--- config.mk ---
export PLATFORM = sky130hd
export DESIGN_NAME = keypad_scanner
export DESIGN_NICKNAME = d
export VERILOG_FILES = /design/src/rtl/keypad_scanner.sv
export SDC_FILE = /design/constraint.sdc
export NUM_CORES = 1
export LEC_CHECK = 0
export ABC_AREA = 1
export BUFFER_PORTS_ARGS = -buffer_cell sky130_fd_sc_hd__buf_4
export CORE_UTILIZATION = 30
export CTS_CLUSTER_SIZE = 28
export DETAILED_ROUTE_END_ITERATION = 12
export GPL_TIMING_DRIVEN = 1
export PLACE_DENSITY = 0.46
export SLEW_MARGIN = 15
export SYNTH_ARGS = -nofsm -noshare
export SYNTH_HDL_FRONTEND = slang
export SYNTH_SLANG_ARGS = --single-unit
--- constraint.sdc ---
create_clock -name clk -period 2.9 [get_ports clk]
set_input_delay 0.145 -clock clk [delete_from_list [all_inputs] [get_ports clk]]
set_output_delay 0.145 -clock clk [all_outputs]
set_load 0.01 [all_outputs]
--- src/rtl/keypad_scanner.sv ---
// 4x4 matrix keypad scanner: walks one active-low row at a time, debounces
// press and release on scan ticks, and emits one pulse per accepted key with
// its hex code. Accepted codes are shifted into a 16-bit display register.
module keypad_scanner #(
  parameter int SCAN_DIV       = 16,
  parameter int DEBOUNCE_SCANS = 4
) (
  input  logic        clk,
  input  logic        rst_n,
  output logic [3:0]  rows,
  input  logic [3:0]  cols,
  output logic        key_valid,
  output logic [3:0]  key_code,
  output logic [15:0] dataout
);

  typedef enum logic [1:0] {SCAN, DEBOUNCE, HELD} state_t;

  localparam logic [3:0] DB = 4'(DEBOUNCE_SCANS);

  state_t              state, state_nxt;
  logic [SCAN_DIV-1:0] div;
  logic                tick;
  logic [3:0]          cols_m, cols_s;
  logic [3:0]          count, count_nxt;
  logic [3:0]          rows_nxt;
  logic [1:0]          row_idx, col_idx, row_idx_nxt, col_idx_nxt;
  logic                one_low, accept;
  logic [3:0]          code;

  // Index of the single low bit in a one-hot-low nibble.
  function automatic logic [1:0] low_idx(input logic [3:0] v);
    case (v)
      4'b1110: low_idx = 2'd0;
      4'b1101: low_idx = 2'd1;
      4'b1011: low_idx = 2'd2;
      default: low_idx = 2'd3;
    endcase
  endfunction

  // Keypad legend, row-major.
  function automatic logic [3:0] key_map(input logic [1:0] r, input logic [1:0] c);
    case ({r, c})
      4'h0: key_map = 4'h1;  4'h1: key_map = 4'h2;  4'h2: key_map = 4'h3;  4'h3: key_map = 4'hA;
      4'h4: key_map = 4'h4;  4'h5: key_map = 4'h5;  4'h6: key_map = 4'h6;  4'h7: key_map = 4'hB;
      4'h8: key_map = 4'h7;  4'h9: key_map = 4'h8;  4'hA: key_map = 4'h9;  4'hB: key_map = 4'hC;
      4'hC: key_map = 4'hE;  4'hD: key_map = 4'h0;  4'hE: key_map = 4'hF;  default: key_map = 4'hD;
    endcase
  endfunction

  assign tick    = &div;
  assign one_low = (cols_s == 4'b1110) || (cols_s == 4'b1101) ||
                   (cols_s == 4'b1011) || (cols_s == 4'b0111);
  // Uses the next-cycle indices so a single-scan debounce can emit on the
  // detection tick itself.
  assign code    = key_map(row_idx_nxt, col_idx_nxt);

  // Free-running tick divider and two-flop column synchronizer.
  always_ff @(posedge clk or negedge rst_n) begin
    if (!rst_n) begin
      div    <= '0;
      cols_m <= 4'hF;
      cols_s <= 4'hF;
    end else begin
      div    <= div + {{(SCAN_DIV-1){1'b0}}, 1'b1};
      cols_m <= cols;
      cols_s <= cols_m;
    end
  end

  // FSM state, counters, row drive and latched key position.
  always_ff @(posedge clk or negedge rst_n) begin
    if (!rst_n) begin
      state   <= SCAN;
      count   <= '0;
      rows    <= 4'b1110;
      row_idx <= '0;
      col_idx <= '0;
    end else begin
      state   <= state_nxt;
      count   <= count_nxt;
      rows    <= rows_nxt;
      row_idx <= row_idx_nxt;
      col_idx <= col_idx_nxt;
    end
  end

  // Next-state: everything moves only on a scan tick; rows freeze outside SCAN.
  always_comb begin
    state_nxt   = state;
    count_nxt   = count;
    rows_nxt    = rows;
    row_idx_nxt = row_idx;
    col_idx_nxt = col_idx;
    accept      = 1'b0;
    if (tick) begin
      case (state)
        SCAN: begin
          if (one_low) begin
            row_idx_nxt = low_idx(rows);
            col_idx_nxt = low_idx(cols_s);
            if (DB == 4'd1) begin
              accept    = 1'b1;
              state_nxt = HELD;
              count_nxt = '0;
            end else begin
              state_nxt = DEBOUNCE;
              count_nxt = 4'd1;
            end
          end else begin
            rows_nxt  = {rows[2:0], rows[3]};
            count_nxt = '0;
          end
        end
        DEBOUNCE: begin
          if (cols_s == ~(4'b0001 << col_idx)) begin
            if (count + 4'd1 == DB) begin
              accept    = 1'b1;
              state_nxt = HELD;
              count_nxt = '0;
            end else begin
              count_nxt = count + 4'd1;
            end
          end else begin
            state_nxt = SCAN;
            count_nxt = '0;
          end
        end
        HELD: begin
          if (cols_s == 4'hF) begin
            if (count + 4'd1 == DB) begin
              state_nxt = SCAN;
              count_nxt = '0;
            end else begin
              count_nxt = count + 4'd1;
            end
          end else begin
            count_nxt = '0;
          end
        end
        default: begin
          state_nxt = SCAN;
          count_nxt = '0;
        end
      endcase
    end
  end

  // Output registers: code and display shift only with an accepted key.
  always_ff @(posedge clk or negedge rst_n) begin
    if (!rst_n) begin
      key_valid <= 1'b0;
      key_code  <= '0;
      dataout   <= '0;
    end else begin
      key_valid <= accept;
      if (accept) begin
        key_code <= code;
        dataout  <= {dataout[11:0], code};
      end
    end
  end

endmodule

### Word-level counts from Yosys, hierarchy flattened

Memory sizes are Yosys's and may differ from the RTL's.
Index checks and enable logic that the tools add are counted.

* ROM bits: 64
* memories: 1
* output and inout port bits: 25
* input bits: 6
* flip-flop bits (word level): 59
* word-level logic and storage cells: 63

Memory list
* (no name shown): words 16, bits a word 4, rd ports 1, clocked after memory_dff 0, write ports 0, line 43 `case ({r, c})`

* $add $sub $neg: 2
* shift operators: 1
* bitwise operators: 2
* multiplexer cells: 23
* reduce and logical (&&, ||, !) cells: 7
* equal/unequal tests: 16

Operator list (count)
* $eq A4 B4 Y1 const B: 7
* $mux W2: 11
* $reduce_and A20 Y1: 1
* $pmux W2 S3: 3
* $reduce_and A18 Y1: 1
* $add A16 B1 Y16 const B: 1
* $reduce_and A16 Y1: 1
* $mux W4: 3
* $pmux W4 S3: 1
* $eq A4 B3 Y1 const B: 2
* $ne A2 B2 Y1 const B: 3
* $mux W1: 5
* $add A4 B1 Y4 const B: 1
* $eq A4 B4 Y1: 1
* $not A4 Y4: 1
* $shl A1 B2 Y4 const A: 1
* $logic_or A1 B1 Y1: 3
* $ne A3 B3 Y1 const B: 1
* $eq A2 B1 Y1 const B: 1
* $eq A2 B2 Y1 const B: 1
* $logic_not A2 Y1: 1
* $not A1 Y1: 1

### Logic depth before layout (Yosys ltp)

An unclocked memory read counts as a cell.

* depth after elaboration: 8
* mapped depth: 17

### Worst setup path after synthesis

OpenSTA, ideal clock, no wires.

* kind: reg-to-reg
* from: register cols_s[0]
* to: register key_code[1]
* required time: 2.835 ns
* setup slack: 0.795 ns
* data arrival time: 2.040 ns
* stages on the path, launching flop included: 18
* buffers on the path: 1
* path through: dfstp_2 > buf_2 > inv_1 > nand2_1 > nand3_1 > nand3_1 > nand2_2 > nor2_4 > nand2_1 > nand2_1 > inv_1 > ha_1 > nand3b_1 > nand2_1 > nand2_1 > nand2_1 > nand2_1 > nand2_1

* longest elaborated chain between the ends: 8
* elaborated cells on any way between the ends: 19

Ends and longest elaborated chain
* from (decl): line 24 `logic [3:0] cols_m, cols_s;`
* from (signal assigned): line 67 `cols_s <= cols_m;`
* $eq A4 B4 Y1: line 33, 52
* $logic_or A1 B1 Y1 (2 in a row): line 52 `assign one_low = (cols_s == 4'b1110) || (cols_s == 4'b1101) ||`
* $logic_or A1 B1 Y1: line 53 `(cols_s == 4'b1011) || (cols_s == 4'b0111);`
* $mux W2 *: line 99 `if (one_low) begin`
* $mux W2 *: line 97 `case (state)`
* $mux W2 *: line 96 `if (tick) begin`
* named net col_idx_nxt[1]: line 27 `logic [1:0] row_idx, col_idx, row_idx_nxt, col_idx_nxt;`
* $mem_v2 Z16 W4 *
* to (signal assigned): line 158 `key_code <= code;`
* to (decl): line 13 `output logic [3:0] key_code,`

Mark *: on every way through the listed nets, which the timed path passes. The rest lies on a longest branch.
A chain may end at the register's enable or synchronous reset.

### Worst setup path in the final report

* from: register div[0]
* to: register key_code[1]

* longest elaborated chain between the ends: 3
* elaborated cells on any way between the ends: 5

Ends and longest elaborated chain
* from (decl): line 22 `logic [SCAN_DIV-1:0] div;`
* from (signal assigned): line 65 `div <= div + {{(SCAN_DIV-1){1'b0}}, 1'b1};`
* $reduce_and A16 Y1: line 51 `assign tick = &div;`
* $mux W2: line 96
* named net col_idx_nxt[1]: line 27
* $mem_v2 Z16 W4

The timed path passes the listed nets, and every way through them passes these cells.

==> flow_metrics.env <==
export IMPL_core_um2=8850
export IMPL_pre_cts_ws_ns=0.585
export IMPL_min_from="cols_m[1]"
export IMPL_hp_class="reg2reg"
export IMPL_yosysSeqAreaShare_pct=50.2
export IMPL_drv_cap=0
export IMPL_syn_inst=308
export IMPL_grt_overflow_total=0
export IMPL_synth_top_family_by_area="simple AND/OR/NAND/NOR gates"
export IMPL_drt_iter0_markers=85
export IMPL_synth_compound_area_share_pct=6.82
export IMPL_post_route_util_pct=36.4
export IMPL_setup_viol=0
export IMPL_cts_tree="built"
export IMPL_worstMarginPinSlew_ns=0.710
export IMPL_critPathRequiredTime_ns=3.15
export IMPL_clock_path_buffers=2
export IMPL_synthXorXnorAreaFrac_pct=5.37
export IMPL_power_density_nw_per_um2=385
export IMPL_ctsResizeCount=0
export IMPL_irDropWorstVdd_mv=0.186
export IMPL_clock_latency_ns=0.31
export IMPL_wl_um=5160
export IMPL_fin_crit_ns=2.31
export IMPL_area_delta_synth_final_pct=16.3
export IMPL_final_nets=357
export IMPL_cts_sinks=55
export IMPL_synth_simple_area_share_pct=27.4
export IMPL_final_cells=452
export IMPL_synth_fp_nets=322
export IMPL_port_buffers=30
export IMPL_timing_hold_ws_ns=0.359
export IMPL_grt_setup_unrepaired="no"
export IMPL_root_buffer="clkbuf_8"
export IMPL_r2r_cells=15
export IMPL_crit_path_start_kind="flop"
export IMPL_drv_slew=0
export IMPL_cp_end_kind="flop"
export IMPL_max_freq_mhz=432
export IMPL_crit_family="simple AND/OR/NAND/NOR gates"
export IMPL_drcViolationCount=2
export IMPL_worstPathArrival_ns=2.57
export IMPL_final_cell_mix="nand2_1 (89), dfrtp_1 (44), buf_4 (31)"
export IMPL_syn_area_um2=2770
export IMPL_yosysWarnings=0
export IMPL_yosysTopAreaCell="dfrtp_1"
export IMPL_hold_path_depth=0
export IMPL_dp_cells=439
export IMPL_r2r_end="key_code[1]"
export IMPL_via_per_inst=4.46
export IMPL_worst_slack_ns=0.587
export IMPL_final_common_cell="nand2_1"
export IMPL_htreeDepth=2
export IMPL_synth_distinct_cells=38
export IMPL_r2r_slack_ns=0.59
export IMPL_muxShareOfSynthArea_pct=0
export IMPL_synthAdderAreaFrac_pct=3.61
export IMPL_fin_crit_sh_pct=79.7
export IMPL_clk_pin_slew_ns=0.10
export IMPL_postSynthAreaPerCell_um2=9.00
export IMPL_cts_hold_buf=5
export IMPL_ant_nets=0
export IMPL_dr_pass1_iters=8
export IMPL_post_cts_setup_buffers=0
export IMPL_floorplan_initialDensity_pct=31.3
export IMPL_cp_common_cell="nand2_1"
export IMPL_fin_skew_ns=0.00861
export IMPL_place_gp_congestion=0.784
export IMPL_via_count=2017
export IMPL_ys_ff_latch=55
export IMPL_die_y_um=98.1
export IMPL_synth_top_area_share_pct=39.7
export IMPL_slowest_stage="dfrtp_1"
export IMPL_routedWlPerCell_um=11.4
export IMPL_worstPathCellList="ha_1 -> nand3_4 -> nor2_8 -> nand4_4 -> nor2_4 -> nand2_1 -> nand2_1 -> inv_1 -> ha_1 -> nand3b_1 -> nand2_1 -> nand2_1 -> nand2_1 -> nand2_1 -> nand2_1"
export IMPL_die_area_um2=9630
export IMPL_grt_max_degree=56
export IMPL_grt_pass1_vias=1968
export IMPL_layout_drive_gt1_share_pct=21.5
export IMPL_max_slew_margin_rel_pct=52.7
export IMPL_p_leak_nw=1.65
export IMPL_hold_viol=0
export IMPL_worstSetupPathType="reg2reg"
export IMPL_violations="design-rule violations"
export IMPL_die_w_um=98.1
export IMPL_antenna_found_initial=0
export IMPL_worstPathMaxFanout=9
export IMPL_hold_end="cols_s[1]"
export IMPL_std_cell_rows=34
export IMPL_io_pin_count=31
export IMPL_yosys_top_cells_area="dfrtp_1 (40%), nand2_1 (12%), dfstp_2 (10%)"
export IMPL_path_buf_inv=1
export IMPL_numCtsBuffers=5
export IMPL_grt_total_usage_pct=12.2
export IMPL_grt_pass1_wl_um=9540
export IMPL_status="finished with violations"
export IMPL_worstReg2RegStart="div[0]"
export IMPL_antennaDiodeCount=0
export IMPL_critPathMaxStageDelay_ns=0.36
export IMPL_setup_tns_ns=0
export IMPL_dp_hpwl_um=3630
## sequential cells by signal, summed over array words and instances (netlist names)
signal,flops
key_code,3
div,16
col_idx,2
key_valid,1
row_idx,2
cols_s,4
rows,4
state,2
count,4
cols_m,4
dataout,13
## kinds of logic after synthesis
kind of cell             count (synthesis)
buffers and inverters                   43
XOR/XNOR                                17
AO/OA/AOI/OAI                           32
adder cells (fa/ha/maj)                  8
AND/OR/NAND/NOR                        153
flip-flops                              55
## per-layer routing
| metal | track usage [%] | part of all wire, % | up-vias |
|---|---|---|---|
| li1 | - | - | 1046 |
| met1 | 17.0 | 51 | 930 |
| met2 | 19.3 | 45 | 38 |
| met3 | 2.72 | 3.6 | 3 |
| met4 | 2.80 | 0.47 | 0 |
| met5 | 0 | 0 | - |
## cells in the mapped netlist, drive strengths merged
cell type / n
a32o: 1
ha: 8
dfstp: 11
o31ai: 1
buf: 8
nand4: 5
nor3: 7
nor2: 22
inv: 34
xnor2: 5
a21boi: 1
o211ai: 3
xor2: 12
a31oi: 1
o21ai: 18
nand3b: 2
dfrtp: 44
a21oi: 6
nand2: 94
clkinv: 1
or2: 1
nand3: 20
o21bai: 1
nor4: 2
## report_power, final
| part | internal (mW) | switching [mW] | total, mW | leakage (nW) |
|---|---|---|---|---|
| Clock | 0.170 | 0.247 | 0.416 | 0.0412 |
| Combinational | 0.0139 | 0.0286 | 0.0425 | 0.894 |
| Sequential | 0.777 | 0.00505 | 0.782 | 0.716 |
| Total | 0.960 | 0.281 | 1.24 | 1.65 |
## area by class of cell
| type | instances | area (um2) |
|---|---|---|
| Clock inverter | 2 | 12.5 |
| Inverter | 35 | 131 |
| Timing Repair Buffer | 36 | 283 |
| Clock buffer | 6 | 72.6 |
| Tap cell | 108 | 135 |
| Fill cell | 929 | 5630 |
| Multi-Input combinational cell | 210 | 1200 |
| Sequential cell | 55 | 1390 |
## through the flow
| stage | instance area, um2 | total power [mW] |
|---|---|---|
| after floorplan | 2770 | 0.810 |
| after global placement | 3090 | 0.836 |
| after detailed placement | 3090 | 0.836 |
| after CTS | 3220 | 1.27 |
| after global routing | 3220 | 1.31 |
| final | 3220 | 1.24 |
## worst max-delay path by stage
stage | depth (start not counted) | startpoint | end
3_5_place_dp | 15 | div[1] | key_code[1]
2_1_floorplan | 17 | cols_s[0] | key_code[1]
6_report | 15 | div[0] | key_code[1]
3_3_place_gp | 15 | div[0] | key_code[1]
4_1_cts | 15 | div[1] | key_code[1]
5_1_grt | 15 | div[0] | key_code[1]
Note: power is estimated with default switching activity, not from simulation.
